--- config.mk ---
export PLATFORM = sky130hd
export DESIGN_NAME = nibble_serial_add_ctrl_flat
export DESIGN_NICKNAME = d
export VERILOG_FILES = /design/src/rtl/nibble_serial_add_ctrl_if.sv /design/src/rtl/nibble_serial_add_ctrl.sv /design/src/flat_wrapper.sv
export SDC_FILE = /design/constraint.sdc
export NUM_CORES = 1
export LEC_CHECK = 0
export BUFFER_PORTS_ARGS = -buffer_cell sky130_fd_sc_hd__buf_2
export CELL_PAD_IN_SITES_DETAIL_PLACEMENT = 1
export CELL_PAD_IN_SITES_GLOBAL_PLACEMENT = 2
export CORE_ASPECT_RATIO = 1.75
export CORE_MARGIN = 2
export CORE_UTILIZATION = 28
export DETAILED_ROUTE_END_ITERATION = 8
export GPL_ROUTABILITY_DRIVEN = 0
export MAX_ROUTING_LAYER = met4
export PLACE_DENSITY_LB_ADDON = 0.1
export SYNTH_ARGS = -nofsm -noshare
export SYNTH_HDL_FRONTEND = slang
export SYNTH_SLANG_ARGS = --single-unit
--- constraint.sdc ---
create_clock -name clk -period 2.7 [get_ports clk]
set_input_delay 0.27 -clock clk [delete_from_list [all_inputs] [get_ports clk]]
set_output_delay 0.27 -clock clk [all_outputs]
set_load 0.05 [all_outputs]
--- src/rtl/nibble_serial_add_ctrl_if.sv ---
// Request/response bundle for the nibble-serial adder: two requesters in, one tagged response out.
interface nibble_serial_add_ctrl_if #(
  parameter int WIDTH = 16
);
  logic             req0_valid;
  logic             req0_ready;
  logic [WIDTH-1:0] req0_a;
  logic [WIDTH-1:0] req0_b;
  logic             req0_cin;

  logic             req1_valid;
  logic             req1_ready;
  logic [WIDTH-1:0] req1_a;
  logic [WIDTH-1:0] req1_b;
  logic             req1_cin;

  logic             resp_valid;
  logic             resp_ready;
  logic [WIDTH-1:0] resp_sum;
  logic             resp_cout;
  logic             resp_id;

  modport slave (
    input  req0_valid, req0_a, req0_b, req0_cin,
    input  req1_valid, req1_a, req1_b, req1_cin,
    input  resp_ready,
    output req0_ready, req1_ready,
    output resp_valid, resp_sum, resp_cout, resp_id
  );

  modport master (
    output req0_valid, req0_a, req0_b, req0_cin,
    output req1_valid, req1_a, req1_b, req1_cin,
    output resp_ready,
    input  req0_ready, req1_ready,
    input  resp_valid, resp_sum, resp_cout, resp_id
  );
endinterface

--- src/rtl/nibble_serial_add_ctrl.sv ---
// Two-requester arbiter that adds the granted operands one nibble per cycle through
// a single 4-bit ripple-carry slice, then presents the tagged result until taken.
//
// state | meaning
// IDLE  | arbitrating; winner's ready is high, operands latched on transfer
// RUN   | one nibble per cycle, LSB first, carry held in a register
// DONE  | result presented on resp_*; waits for resp_ready

module nibble_add4 (
  input  logic [3:0] a,
  input  logic [3:0] b,
  input  logic       cin,
  output logic [3:0] sum,
  output logic       cout
);
  logic c1, c2, c3;

  assign sum[0] = a[0] ^ b[0] ^ cin;
  assign c1     = (a[0] & b[0]) | (cin & (a[0] ^ b[0]));
  assign sum[1] = a[1] ^ b[1] ^ c1;
  assign c2     = (a[1] & b[1]) | (c1 & (a[1] ^ b[1]));
  assign sum[2] = a[2] ^ b[2] ^ c2;
  assign c3     = (a[2] & b[2]) | (c2 & (a[2] ^ b[2]));
  assign sum[3] = a[3] ^ b[3] ^ c3;
  assign cout   = (a[3] & b[3]) | (c3 & (a[3] ^ b[3]));
endmodule

module nibble_serial_add_ctrl #(
  parameter int WIDTH = 16
) (
  input  logic                      clk,
  input  logic                      rst,
  nibble_serial_add_ctrl_if.slave   bus
);
  localparam int NIB = WIDTH / 4;
  localparam int CW  = $clog2(NIB);

  typedef enum logic [1:0] {IDLE, RUN, DONE} state_t;

  state_t           state, state_nxt;
  logic             pointer;
  logic             carry;
  logic             id_q;
  logic [CW-1:0]    count;
  logic [WIDTH-1:0] a_q, b_q, sum_q;

  logic             grant0, grant1, accept, last_nib;
  logic [CW+1:0]    nib_base;
  logic [3:0]       a_nib, b_nib, slice_sum;
  logic             slice_cout;

  // Ready is forced low during reset so no transfer can be seen while rst is high.
  always_comb begin
    grant0 = 1'b0;
    grant1 = 1'b0;
    if (state == IDLE && !rst) begin
      if (bus.req0_valid && (!bus.req1_valid || !pointer))
        grant0 = 1'b1;
      else if (bus.req1_valid)
        grant1 = 1'b1;
    end
  end

  assign accept         = grant0 | grant1;
  assign bus.req0_ready = grant0;
  assign bus.req1_ready = grant1;

  assign nib_base = {count, 2'b00};
  assign a_nib    = a_q[nib_base +: 4];
  assign b_nib    = b_q[nib_base +: 4];
  assign last_nib = (count == CW'(NIB - 1));

  nibble_add4 u_slice (
    .a    (a_nib),
    .b    (b_nib),
    .cin  (carry),
    .sum  (slice_sum),
    .cout (slice_cout)
  );

  always_ff @(posedge clk or posedge rst) begin
    if (rst) state <= IDLE;
    else     state <= state_nxt;
  end

  always_comb begin
    state_nxt = state;
    case (state)
      IDLE:    if (accept)         state_nxt = RUN;
      RUN:     if (last_nib)       state_nxt = DONE;
      DONE:    if (bus.resp_ready) state_nxt = IDLE;
      default:                     state_nxt = IDLE;
    endcase
  end

  always_ff @(posedge clk or posedge rst) begin
    if (rst) begin
      pointer <= 1'b0;
      carry   <= 1'b0;
      id_q    <= 1'b0;
      count   <= '0;
      a_q     <= '0;
      b_q     <= '0;
      sum_q   <= '0;
    end else begin
      case (state)
        IDLE: begin
          if (accept) begin
            a_q   <= grant1 ? bus.req1_a   : bus.req0_a;
            b_q   <= grant1 ? bus.req1_b   : bus.req0_b;
            carry <= grant1 ? bus.req1_cin : bus.req0_cin;
            id_q  <= grant1;
            count <= '0;
          end
        end
        RUN: begin
          sum_q[nib_base +: 4] <= slice_sum;
          carry                <= slice_cout;
          count                <= last_nib ? '0 : count + CW'(1);
        end
        DONE: begin
          // The requester just served loses priority for the next contested round.
          if (bus.resp_ready) pointer <= ~id_q;
        end
        default: ;
      endcase
    end
  end

  assign bus.resp_valid = (state == DONE);
  assign bus.resp_sum   = sum_q;
  assign bus.resp_cout  = carry;
  assign bus.resp_id    = id_q;
endmodule

--- src/flat_wrapper.sv ---
// flat-port wrapper written by rule: the top's interface ports become plain ports
module nibble_serial_add_ctrl_flat 
#(
  parameter int WIDTH = 16
)
  (clk, rst, bus_req0_valid, bus_req0_a, bus_req0_b, bus_req0_cin, bus_req1_valid, bus_req1_a, bus_req1_b, bus_req1_cin, bus_resp_ready, bus_req0_ready, bus_req1_ready, bus_resp_valid, bus_resp_sum, bus_resp_cout, bus_resp_id);
  nibble_serial_add_ctrl_if #(.WIDTH(WIDTH)) bus_i ();
  input  logic clk;
  input  logic rst;
  input wire logic [$bits(bus_i.req0_valid)-1:0] bus_req0_valid;
  input wire logic [$bits(bus_i.req0_a)-1:0] bus_req0_a;
  input wire logic [$bits(bus_i.req0_b)-1:0] bus_req0_b;
  input wire logic [$bits(bus_i.req0_cin)-1:0] bus_req0_cin;
  input wire logic [$bits(bus_i.req1_valid)-1:0] bus_req1_valid;
  input wire logic [$bits(bus_i.req1_a)-1:0] bus_req1_a;
  input wire logic [$bits(bus_i.req1_b)-1:0] bus_req1_b;
  input wire logic [$bits(bus_i.req1_cin)-1:0] bus_req1_cin;
  input wire logic [$bits(bus_i.resp_ready)-1:0] bus_resp_ready;
  output wire logic [$bits(bus_i.req0_ready)-1:0] bus_req0_ready;
  output wire logic [$bits(bus_i.req1_ready)-1:0] bus_req1_ready;
  output wire logic [$bits(bus_i.resp_valid)-1:0] bus_resp_valid;
  output wire logic [$bits(bus_i.resp_sum)-1:0] bus_resp_sum;
  output wire logic [$bits(bus_i.resp_cout)-1:0] bus_resp_cout;
  output wire logic [$bits(bus_i.resp_id)-1:0] bus_resp_id;
  assign bus_i.req0_valid = bus_req0_valid;
  assign bus_i.req0_a = bus_req0_a;
  assign bus_i.req0_b = bus_req0_b;
  assign bus_i.req0_cin = bus_req0_cin;
  assign bus_i.req1_valid = bus_req1_valid;
  assign bus_i.req1_a = bus_req1_a;
  assign bus_i.req1_b = bus_req1_b;
  assign bus_i.req1_cin = bus_req1_cin;
  assign bus_i.resp_ready = bus_resp_ready;
  assign bus_req0_ready = bus_i.req0_ready;
  assign bus_req1_ready = bus_i.req1_ready;
  assign bus_resp_valid = bus_i.resp_valid;
  assign bus_resp_sum = bus_i.resp_sum;
  assign bus_resp_cout = bus_i.resp_cout;
  assign bus_resp_id = bus_i.resp_id;
  nibble_serial_add_ctrl #(.WIDTH(WIDTH)) u_core (.clk(clk), .rst(rst), .bus(bus_i));
endmodule
## Word level (Yosys, flattened, before mapping)

Index checks and enable logic that the tools add are counted.

| cells by class | value |
|---|---|
| multipliers | 0 |
| order comparisons | 0 |
| reduce and logical (&&, ||, !) cells | 12 |
| shift operators | 4 |
| add/sub/neg operators | 2 |
| bitwise logic cells | 22 |
| divide/modulo/power cells | 0 |
| equality and inequality tests | 6 |
| mux-type cells | 18 |

Operators by type and width:

| kind | count |
|---|---|
| 16-bit 2-to-1 mux | 2 |
| 16-bit by 5-bit variable part select with 4-bit output | 2 |
| 16-bit bitwise mux | 1 |
| 4-bit by 6-bit variable shift with 16-bit output, first input constant | 1 |
| 4-bit by 6-bit variable part select with 16-bit output | 1 |
| 2-bit 2-to-1 mux | 5 |
| 1-bit AND | 8 |
| 1-bit XOR | 8 |
| 1-bit 2-to-1 mux | 7 |
| 4-bit negation with 6-bit output | 1 |
| 2-bit one-hot mux with 3 select lines | 1 |
| 2-bit AND reduction | 3 |
| 1-bit OR | 5 |
| 2-bit equality test, second input constant | 2 |
| 2-bit by 1-bit inequality test with 1-bit output, second input constant | 2 |
| 2-bit one-hot mux with 2 select lines | 1 |
| 1-bit logical NOT | 3 |
| 3-bit AND reduction | 1 |
| 2-bit by 1-bit adder with 2-bit output, second input constant | 1 |
| 2-bit by 1-bit equality test with 1-bit output, second input constant | 1 |
| 1-bit logical AND | 2 |
| 2-bit logical NOT | 1 |
| 2-bit inequality test, second input constant | 1 |
| 1-bit one-hot mux with 2 select lines | 1 |
| 3 further kinds | 3 |

| word-level totals | value |
|---|---|
| bits in registers | 55 |
| memories kept | 0 |
| latch bits | 0 |
| input bits | 71 |
| bits in writable memories | 0 |
| output and inout port bits | 21 |
| memory bits (read-only) | 0 |

## Logic depth before layout (Yosys ltp)

Gate-level depths: netlist of the first run.

| logic depth | value |
|---|---|
| word-level depth | 11 |
| gate-level depth with buffers | 13 |

## Cells and area by module

From an unflattened synthesis of the first run, not the netlist that was laid out.

| unflattened totals | value |
|---|---|
| cells, all modules | 258 |
| area total of the unflattened synthesis | 2866.5 um^2 |

Modules (own cells, without submodules):

| module | seq. area each (um^2) | area an instance (um^2) | times used | cells an instance |
|---|---|---|---|---|
| nibble_serial_add_ctrl | 1376.3 | 2748.9 | 1 | 244 |
| nibble_add4 | 0.0 | 117.6 | 1 | 14 |

## Worst setup path before layout of the first run

Ideal clock, no wire load.

| timing | value |
|---|---|
| path kind | flip-flop to flip-flop |
| from | register u_core.count[1] |
| to | register u_core.sum_q[11] (netlist: u_core.bus.resp_sum[11]) |
| cell stages (with the launch flop) | 13 |
| buffers on the path | 1 |
| arrival | 2.761 ns |
| path slack | -0.157 ns |
| library setup time | 0.096 ns |
| data required time | 2.604 ns |
| cells stage by stage | dfrtp_1 > buf_2 > mux4_2 > inv_1 > fa_1 > inv_1 > fa_1 > inv_1 > fa_1 > inv_1 > fa_1 > nand2b_1 > o31ai_1 |

| on the way | value |
|---|---|
| word-level cells in the longest chain between the ends | 11 |
| elaborated cells between the ends (all ways) | 23 |

Ends and longest elaborated chain:

| what | line | RTL |
|---|---|---|
| from (decl) | nibble_serial_add_ctrl.sv:44 | `logic [CW-1:0] count;` |
| from (signal assigned) | nibble_serial_add_ctrl.sv:119 | `count <= last_nib ? '0 : count + CW'(1);` |
| 16-bit by 5-bit variable part select with 4-bit output, on equally long branches | nibble_serial_add_ctrl.sv:69, nibble_serial_add_ctrl.sv:70 |  |
| 1-bit XOR | nibble_serial_add_ctrl.sv:18, nibble_serial_add_ctrl.sv:19 |  |
| 1-bit AND | nibble_serial_add_ctrl.sv:19 | `assign c1 = (a[0] & b[0]) \| (cin & (a[0] ^ b[0]));` |
| 1-bit OR | nibble_serial_add_ctrl.sv:19 |  |
| 1-bit AND | nibble_serial_add_ctrl.sv:21 | `assign c2 = (a[1] & b[1]) \| (c1 & (a[1] ^ b[1]));` |
| 1-bit OR | nibble_serial_add_ctrl.sv:21 |  |
| 1-bit AND | nibble_serial_add_ctrl.sv:23 | `assign c3 = (a[2] & b[2]) \| (c2 & (a[2] ^ b[2]));` |
| 1-bit OR | nibble_serial_add_ctrl.sv:23 |  |
| 1-bit XOR | nibble_serial_add_ctrl.sv:24 | `assign sum[3] = a[3] ^ b[3] ^ c3;` |
| 4-bit by 6-bit variable part select with 16-bit output | nibble_serial_add_ctrl.sv:117 | `sum_q[nib_base +: 4] <= slice_sum;` |
| 16-bit bitwise mux * | nibble_serial_add_ctrl.sv:117 |  |
| to (signal, indexed assignment) | nibble_serial_add_ctrl.sv:117 |  |
| to (decl) | nibble_serial_add_ctrl.sv:45 | `logic [WIDTH-1:0] a_q, b_q, sum_q;` |

Mark *: on every way between the ends. The rest lies on a longest branch, timed or not.
A chain may end at the register's enable or synchronous reset.

## Final worst setup path of the first run

| timing | value |
|---|---|
| from | register u_core.count[0] |
| to | register u_core.sum_q[7] (netlist: u_core.bus.resp_sum[7]) |

The elaborated chain is that of the path after synthesis.

==> results of run 1 <==
[worst register-to-register path, cell delays in order, from the launching register on]
cell and delay [ns]:
dfrtp_1 0.37, mux4_2 0.50, inv_1 0.10, fa_2 0.20, inv_2 0.04, fa_2 0.32
inv_2 0.06, fa_2 0.19, inv_2 0.04, fa_1 0.50, nand2b_1 0.11, o31ai_2 0.22
[timing repair]
item                       4_1_cts  5_1_grt
buffers inserted                 1        0
cloned                           0        0
hold endpoints to repair         0        0
gates resized for setup          7        0
setup endpoints to repair        3        5
[placed cells by master, fill, tap and decap left out, drive strengths merged]
cell type,n
a211o,1
a21o,1
a21oi,33
a22o,3
a22oi,1
a31o,1
a31oi,33
and2,1
and3,2
buf,106
clkbuf,6
clkinvlp,1
dfrtp,55
fa,4
ha,6
inv,14
mux4,8
nand2,20
nand2b,5
nand3,32
nand3b,5
nor2b,3
nor3,2
nor4b,1
o21ai,36
o311ai,1
o31ai,7
o41ai,6
or2,1
or4b,1
[path summary, 6_finish.rpt]
check | start | endpoint | slack [ns] | depth (start not counted)
min | rst | u_core.bus.resp_cout$_DFFE_PP0P_ | 0.20 | 3
max | u_core.count[0]$_DFFE_PP0P_ | u_core.bus.resp_sum[7]$_DFFE_PP0P_ | -0.05 | 11
min in group clk | bus_req0_b[11] | u_core.b_q[11]$_DFFE_PP0P_ | 0.24 | 3
max in group asynchronous | rst | u_core.a_q[11]$_DFFE_PP0P_ | 1.98 | 3
min reg2reg | u_core.bus.resp_sum[8]$_DFFE_PP0P_ | u_core.bus.resp_sum[8]$_DFFE_PP0P_ | 0.48 | 2
max reg2reg | u_core.count[0]$_DFFE_PP0P_ | u_core.bus.resp_sum[7]$_DFFE_PP0P_ | -0.05 | 11
[stage by stage]
step,power [mW],std cells
after detailed placement,4.26,517
final,4.98,526
after floorplan,3.39,313
after global routing,5.41,526
after CTS,5.08,526
after global placement,4.21,517
[final cells by class]
cell class | count | area [sq um] | area share [%]
tap | 130 | 163 | 4.27
clock buffer | 6 | 129 | 3.38
sequential | 55 | 1380 | 36.1
multi-input combinational | 214 | 1490 | 39.2
clock inverter | 2 | 16.3 | 0.427
inverter | 13 | 48.8 | 1.28
timing repair buffer | 106 | 581 | 15.2
[cell families (layout without fill, tap and decap cells)]
family | Yosys count | in the layout | synth area share, %
AO/OA/AOI/OAI | 123 | 123 | 24.2
adder cells (fa/ha/maj) | 10 | 10 | 5.05
buffers and inverters | 44 | 127 | 7.08
flip-flops | 55 | 55 | 44.8
multiplexers | 8 | 8 | 5.86
AND/OR/NAND/NOR | 73 | 73 | 13.0
[per-layer routing]
layer  vias to the layer above  part of all wire, %  track usage [%]
li1                       1320                    -                -
met1                      1339                   38             19.3
met2                        56                   58             35.2
met3                         8                  2.8             2.73
met4                         0                  1.3             5.18
met5                         -                    0                -
[state kept, by name (all words and copies together) (netlist names)]
signal and count:
u_core.bus.resp_cout 1, u_core.pointer 1, u_core.bus.resp_id 1, u_core.bus.resp_sum 16
u_core.b_q 16, u_core.a_q 16, u_core.state 2, u_core.count 2
[power by group]
group | switching [mW] | total, mW | internal [mW]
clock | 0.322 | 0.671 | 0.349
combinational | 1.76 | 2.83 | 1.08
sequential | 0.269 | 1.47 | 1.20
==> metrics, run 1 <==
first-pass GRT wire length 16.4 mm; Critical Path End Type register; via count 2723; Period minus WS final 2.75 ns; number of global-route vias before repair 3054; Hold Crit Class input pin to asynchronous set/reset pin; largest net degree at the start of global routing 56; pre-CTS setup slack -0.0946 ns; ys flop type dfrtp_1; Synth area leader dfrtp_1; number of flops mapped to enable cells by yosys 0; share of Yosys cell area claimed by the top area cell type 44.8%; slowest CP cell mux4_2; top-count cell post-synth dfrtp_1; layout cell share with drive strength beyond 1 34.6%; Fin. Hold Viols 0; Critical Path RT 2.91 ns; maximum clock frequency 364 MHz; via/cell ratio 5.18; CTS max path bufs 2; hold_ws 0.197 ns; CP Data Arrival Time 2.96 ns; grt ovf 0; Final Util 35.6%; TritonCTS clock tree yes; Synth cell types 35; CTS sink cnt 55; initial antenna violation count 0; DR WL/cell 19.4 um; FP Rows 50; Peak VDD IR 643 uV; Post-Synthesis Cells 313; Tcrit/Tclk final 102%; Iteration-0 DRC Markers 71; Worst-Skew Late Latency 0.30 ns; RSZ-0062 raised after global routing yes; top area cells in the synthesized netlist dfrtp_1, a31oi_1, o21ai_0, mux4_2, a21oi_1; Hold-fix buffers, CTS 0; WP buf/inv 4; fin area 3810 sq um; remaining antenna violation count after routing 0; Port Buf Inserts 91; Die H 143 um; Die X 83.2 um; Yosys reg bits 55; drt pass-1 iters 4; overall routing resource usage 18.4%; Worst setup SP type register; Worst-path clk slew 0.08 ns; status finished, violations left; DP HPWL 7.74 mm; YS warnings 0; crit-path cells mux4_2, inv_1, fa_2, inv_2, fa_2, inv_2, fa_2, inv_2, fa_1, nand2b_1, o31ai_2; IO Pins 92; cell area after synthesis 3070 sq um; syn_area_per_cell 9.82 sq um; Max Cap Viol 0; PnR worst setup slack -0.0510 ns; # setup viols final 4; setup TNS -0.164 ns; Setup CP Type register to register; FILL cells 1259; CP max FO 3; Worst-Margin Slew 0.738 ns; number of H-tree levels 2; residual DRC count 0; Net Count, Synth 394; failing checks setup timing; top cells by count, synth dfrtp_1, o21ai_0, a21oi_1, nand3_1, a31oi_1; power per standard cell area 1310 nW/um^2; async set-reset flop share out of synthesis 100%; core area 10700 sq um; TritonCTS Buffers 5; final max-slew violation count 0; CTS root buf clkbuf_16; die area 11900 sq um; CP max stage delay 0.50 ns; LEAKAGE 1.71 nW; Final #Nets 476; placed cell areas 3640 sq um; # diodes 0; critical path's top delay family adder cells; Worst Skew 0.00853 ns; final WL 10.2 mm; sequential fraction of the synthesis area 44.8%; Initial Util 28.7%; normalized max-slew margin 50.8%; area grow syn2layout 23.9%
(Power assumes the default switching activity.)
==> run 2: changes to the inputs <==
Settings changed: REMOVE_ABC_BUFFERS from default to 1.
==> run 2 against run 1 <==
Net effect: the run still ends with setup timing left; worst hold slack got worse by 0.17 ns; worst setup slack improved by 0.014 ns; flip-flop and latch count unchanged; critical path type unchanged; largest power group unchanged; count of clock-buffer cells in the layout unchanged; utilization unchanged; combinational power increased by 2%; sequential share of layout area unchanged; non-clock buffer count decreased by 1; register-to-register slack about the same.
==> metrics, run 2 (same netlist as run 1, synthesis figures left out) <==
most used cell, CP inv_2; Worst setup SP type register; slowest CP cell mux4_2; DP HPWL 7.50 mm (-3.1%); Peak VDD IR 541 uV (-16%); crit-path cells mux4_2, inv_2, fa_2, inv_2, fa_2, inv_2, fa_2, inv_2, fa_1, nand2b_1, o31ai_1; Tcrit/Tclk final 101% (-0.51 points); Final #Nets 475 (-0.21%); power per standard cell area 1320 nW/um^2 (+0.77%); final max-slew violation count 0 (unchanged); Clock Power Share 13.0% (-0.5 points); largest net degree at the start of global routing 35 (-38%); Max Cap Viol 0 (unchanged); FILL cells 1277 (+1.4%); Worst-Skew Late Latency 0.30 ns (about the same); residual DRC count 0 (unchanged); CTS sink cnt 55 (unchanged); Fin. Hold Viols 0 (unchanged); Period minus WS final 2.74 ns (-0.0137 ns); IO Pins 92 (unchanged); Seq pwr share 29.6% (about the same); Initial Util 28.7% (unchanged); switching share of power 47.0% (-0.16 points); Iteration-0 DRC Markers 78 (+9.9%); Critical Path End Type register; RSZ-0062 raised after global routing yes; via/cell ratio 5.23 (+0.93%); NetSw 2.36 mW (+0.42%); LEAKAGE 1.71 nW (about the same); FP Rows 50 (unchanged); WP buf/inv 4 (unchanged); PnR worst setup slack -0.0373 ns (+0.0137 ns); via count 2738 (+0.55%); CP max stage delay 0.51 ns (about the same); maximum clock frequency 365 MHz (+0.50%); first-pass GRT wire length 15.8 mm (-3.8%); grt ovf 0 (unchanged); initial antenna violation count 0 (unchanged); final WL 9.84 mm (-3.4%); remaining antenna violation count after routing 0 (unchanged); CP max FO 3 (unchanged); status finished, violations left; Worst-Margin Slew 0.873 ns (+0.136 ns); Die H 143 um (unchanged); Critical Path RT 2.90 ns (about the same); Overall Power 5.02 mW (+0.77%); overall routing resource usage 17.5% (-0.85 points); leading cell type in the layout, fill and taps excluded buf_2; normalized max-slew margin 41.7% (-9.1 points); pre-CTS setup slack -0.0525 ns (+0.0421 ns); number of global-route vias before repair 2924 (-4.3%); Setup CP Type register to register; CTS max path bufs 2 (unchanged); Port Buf Inserts 91 (unchanged); critical path's top delay family adder cells; worst reg-to-reg path cell count 11 (unchanged); Worst-path clk slew 0.07 ns (about the same); failing checks setup timing; CP Data Arrival Time 2.94 ns (-0.02 ns); Pint 2.66 mW (+1.1%); TritonCTS Buffers 5 (unchanged); area grow syn2layout 23.9% (unchanged); core area 10700 sq um (unchanged); Worst Skew 0.00586 ns (-0.00267 ns); die area 11900 sq um (unchanged); TritonCTS clock tree yes; layout cell share with drive strength beyond 1 35.0% (+0.43 points); most frequent cells in the layout buf_2, dfrtp_1, o21ai_0, a21oi_1, nand3_1; # setup viols final 2 (-2); drt pass-1 iters 4 (unchanged); Hold Crit Class input pin to asynchronous set/reset pin; Die X 83.2 um (unchanged); # diodes 0 (unchanged); Comb pwr share 57.4% (+0.5 points); CTS root buf clkbuf_16; DR WL/cell 18.8 um (-3.1%); number of H-tree levels 2 (unchanged); Levels on crit path 11 (unchanged)
-- run 2: cell types whose count changed in the layout (fill, tap and decap cells not counted) --
cell / change
inv_1: -1
clkbuf_1: -1
clkbuf_8: +1
o31ai_2: +1
clkinvlp_4: -1
buf_4: -2
inv_2: +1
clkinv_2: +1
o31ai_1: -1
buf_6: +1
inv_6: -1
-- run 2: power by group through the flow --
stage,sequential (mW),clock [mW],combinational [mW]
6_report,1.48,0.653,2.88
5_1_grt,1.54,0.707,3.15
4_1_cts,1.49,0.680,2.81
3_5_place_dp,1.51,0,2.73
3_3_place_gp,1.50,0,2.72
2_1_floorplan,1.81,0,1.44
-- run 2: what timing repair did --
item                       4_1_cts  5_1_grt
resized for setup                7        4
setup endpoints to repair        3        5
setup buffers                    0        1
pin swaps                        2        0
hold buffers                     0        0
-- run 2: final cells by class --
cell class              instances  area [sq um]  area share, %
well taps                     130           163           4.27
inverters                      13          48.8           1.28
multi-input cells             214          1500           39.4
repair buffers                105           577           15.1
clock buffers                   6           139           3.65
clock inverters                 1          5.00          0.131
flip-flops and latches         55          1380           36.1
-- run 2: final timing paths --
check / start / slack (ns) / to
setup / recovery: u_core.count[1]$_DFFE_PP0P_ / -0.04 / u_core.bus.resp_sum[15]$_DFFE_PP0P_
hold / removal: rst / 0.03 / u_core.bus.resp_cout$_DFFE_PP0P_
setup reg to reg: u_core.count[1]$_DFFE_PP0P_ / -0.04 / u_core.bus.resp_sum[15]$_DFFE_PP0P_
hold reg to reg: u_core.bus.resp_sum[6]$_DFFE_PP0P_ / 0.47 / u_core.bus.resp_sum[6]$_DFFE_PP0P_
max in group asynchronous: rst / 1.84 / u_core.b_q[9]$_DFFE_PP0P_
min in group clk: bus_req0_b[1] / 0.25 / u_core.b_q[1]$_DFFE_PP0P_
-- run 2: per-stage QoR --
stage                     utilization [%]  std cells  setup TNS, ns  cell area, sq um  hold slack, ns
after floorplan                         -        282          -1.15              2900           0.431
after global placement               34.0        516        -0.0322              3630           0.354
after detailed placement             34.0        516         -0.129              3630           0.359
after CTS                            35.4        523        -0.0161              3790          0.0455
after global routing                 35.6        524         -0.520              3810          0.0595
final                                35.6        524        -0.0466              3810          0.0252
-- run 2: per-layer routing --
layer | vias to the layer above | track usage (%) | share of wire (%)
met5 | - | - | 0
met4 | 0 | 4.83 | 1.4
met3 | 9 | 2.26 | 3.0
met2 | 58 | 32.7 | 56
met1 | 1350 | 19.4 | 39
li1 | 1321 | - | -
==> run 3: changes to the inputs <==
--- a/config.mk
+++ b/config.mk
@@ -12,3 +12,3 @@
 export CORE_MARGIN = 2
-export CORE_UTILIZATION = 28
+export CORE_UTILIZATION = 33
 export DETAILED_ROUTE_END_ITERATION = 8
==> constraint.sdc (replaced) <==
create_clock -name clk -period 3.3 [get_ports clk]
set_input_delay 0.165 -clock clk [delete_from_list [all_inputs] [get_ports clk]]
set_output_delay 0.165 -clock clk [all_outputs]
set_load 0.05 [all_outputs]
==> run 3 against run 2 <==
Net effect: utilization grew 5.7 points; cell count is 2.5% lower; clock skew is essentially flat; sequential power down 18%; largest power group unchanged; via count is 0.44% lower; count of clock-buffer cells in the layout shrank 1; the run now ends clean; design area down 1.9%; sequential share of layout area is 0.71 points higher.
==> metrics, run 3 (same netlist as run 1, synthesis figures left out) <==
# setup viols final 0 (-2); LEAKAGE 1.69 nW (-1.1%); Hold Crit Class input pin to register; setup TNS 0 ns (+0.0466 ns); PostCTS Resize Cnt 0 (-7); Final Util 41.3% (+5.7 points); Worst Hold Launch bus_req0_a[2]; remaining antenna violation count after routing 0 (unchanged); Worst R2R Setup Slack 0.42 ns (+0.45 ns); Overall Power 3.90 mW (-22%); via/cell ratio 5.33 (+2.1%); worst reg-to-reg path cell count 11 (unchanged); Setup CP Type register to register; Hold-fix buffers, CTS 1 (+1); Worst-Skew Late Latency 0.30 ns (about the same); drt pass-1 iters 4 (unchanged); IO Pins 92 (unchanged); DR WL/cell 18.9 um (+0.45%); Port Buf Inserts 91 (unchanged); die area 10100 sq um (-15%); Max Cap Viol 0 (unchanged); Period minus WS final 2.88 ns (+0.148 ns); worst hold path stage count 3; CP max FO 4 (+1); Worst-path clk slew 0.07 ns (about the same); FP Rows 46 (-8.0%); final WL 9.63 mm (-2.0%); initial antenna violation count 0 (unchanged); grt ovf 0 (unchanged); pre-CTS setup slack 0.411 ns (+0.464 ns); Critical Path End Type register; TritonCTS Buffers 5 (unchanged); # diodes 0 (unchanged); Iteration-0 DRC Markers 42 (-46%); Tcrit/Tclk final 87.4% (-14 points); largest net degree at the start of global routing 36 (+2.9%); Setup Buffers After CTS 0 (unchanged); Initial Util 34.0% (+5.3 points); RR Endpoint u_core.bus.resp_sum[11]$_DFFE_PP0P_; Worst-Margin Slew 1.11 ns (+0.242 ns); residual DRC count 0 (unchanged); reg-to-reg startpoint u_core.count[0]$_DFFE_PP0P_; power per standard cell area 1040 nW/um^2 (-21%); number of H-tree levels 2 (unchanged); leading cell type in the layout, fill and taps excluded buf_2; Die X 76.9 um (-7.5%); Hold Path End u_core.a_q[2]$_DFFE_PP0P_; via count 2726 (-0.44%); core area 9040 sq um (-16%); CTS max path bufs 2 (unchanged); first-pass GRT wire length 16.0 mm (+1.1%); Fin. Hold Viols 0 (unchanged); PnR worst setup slack 0.415 ns (+0.452 ns); CTS root buf clkbuf_16; most frequent cells in the layout buf_2, dfrtp_1, o21ai_0, a21oi_1, nand3_1; Worst Skew 0.00586 ns (+0.00000250 ns); Critical Path RT 3.50 ns (+0.60 ns); status finished, final reports clean; final max-slew violation count 0 (unchanged); number of global-route vias before repair 3066 (+4.9%); Die H 132 um (-7.7%); Peak VDD IR 413 uV (-24%); Worst setup SP type register; TritonCTS clock tree yes; CTS sink cnt 55 (unchanged); DP HPWL 7.19 mm (-4.2%); normalized max-slew margin 25.3% (-16 points); maximum clock frequency 347 MHz (-5.1%); Final #Nets 471 (-0.84%); RSZ-0062 raised after global routing no; layout cell share with drive strength beyond 1 31.7% (-3.3 points); area grow syn2layout 21.5%; CP Data Arrival Time 3.09 ns (+0.15 ns); overall routing resource usage 20.7% (+3.2 points)
run 3: changes by cell type in the layout (fill, tap and decap cells not counted), moves of 2 or more:
| cell | before | now |
|---|---|---|
| buf_4 | 12 | 9 |
| o31ai_1 | 5 | 7 |
| inv_1 | 7 | 12 |
| fa_2 | 3 | 0 |
| fa_1 | 1 | 4 |
| inv_2 | 6 | 1 |
| o31ai_2 | 2 | 0 |
run 3: per-layer routing:
| metal | vias to the layer above | global-route usage [%] | wire [um] |
|---|---|---|---|
| li1 | 1309 | - | - |
| met1 | 1334 | 22.1 | 3680 |
| met2 | 66 | 38.3 | 5450 |
| met3 | 17 | 2.54 | 278 |
| met4 | 0 | 7.37 | 222 |
| met5 | - | - | 0 |
run 3: how the worst max path moves through the flow:
stage | startpoint | to | depth (start not counted)
after floorplan | u_core.count[0]$_DFFE_PP0P_ | u_core.bus.resp_sum[11]$_DFFE_PP0P_ | 11
after global routing | u_core.count[0]$_DFFE_PP0P_ | u_core.bus.resp_sum[11]$_DFFE_PP0P_ | 12
after global placement | u_core.count[0]$_DFFE_PP0P_ | u_core.bus.resp_sum[11]$_DFFE_PP0P_ | 12
final | u_core.count[0]$_DFFE_PP0P_ | u_core.bus.resp_sum[11]$_DFFE_PP0P_ | 11
after CTS | u_core.count[0]$_DFFE_PP0P_ | u_core.bus.resp_sum[11]$_DFFE_PP0P_ | 11
after detailed placement | u_core.count[0]$_DFFE_PP0P_ | u_core.bus.resp_sum[11]$_DFFE_PP0P_ | 11
run 3: where the power goes:
part           total, mW  switching (mW)  internal (mW)  leakage (nW)
sequential          1.22           0.235          0.985         0.660
combinational       2.15            1.38          0.762         0.956
clock              0.535           0.253          0.282        0.0740
run 3: critical path: stages (launching register included):
cell and delay, ns:
dfrtp_1 0.46, mux4_2 0.53, inv_1 0.08, fa_1 0.16
inv_1 0.05, fa_1 0.37, inv_1 0.08, fa_1 0.16
inv_1 0.05, fa_1 0.50, nand2b_1 0.10, o31ai_1 0.24
run 3: stage by stage:
stage          cells  hold slack [ns]  instance area (sq um)
2_1_floorplan    282            0.326                   2900
6_report         511            0.131                   3730
4_1_cts          511            0.129                   3730
3_3_place_gp     502            0.235                   3580
5_1_grt          511            0.144                   3730
3_5_place_dp     502            0.245                   3580
run 3: final cells by class:
class / instances / area, sq um
multi-input combinational: 214 / 1480
inverter: 13 / 48.8
tap: 120 / 150
clock inverter: 3 / 18.8
timing repair buffer: 101 / 533
fill: 1093 / 5300
sequential: 55 / 1380
clock buffer: 5 / 125
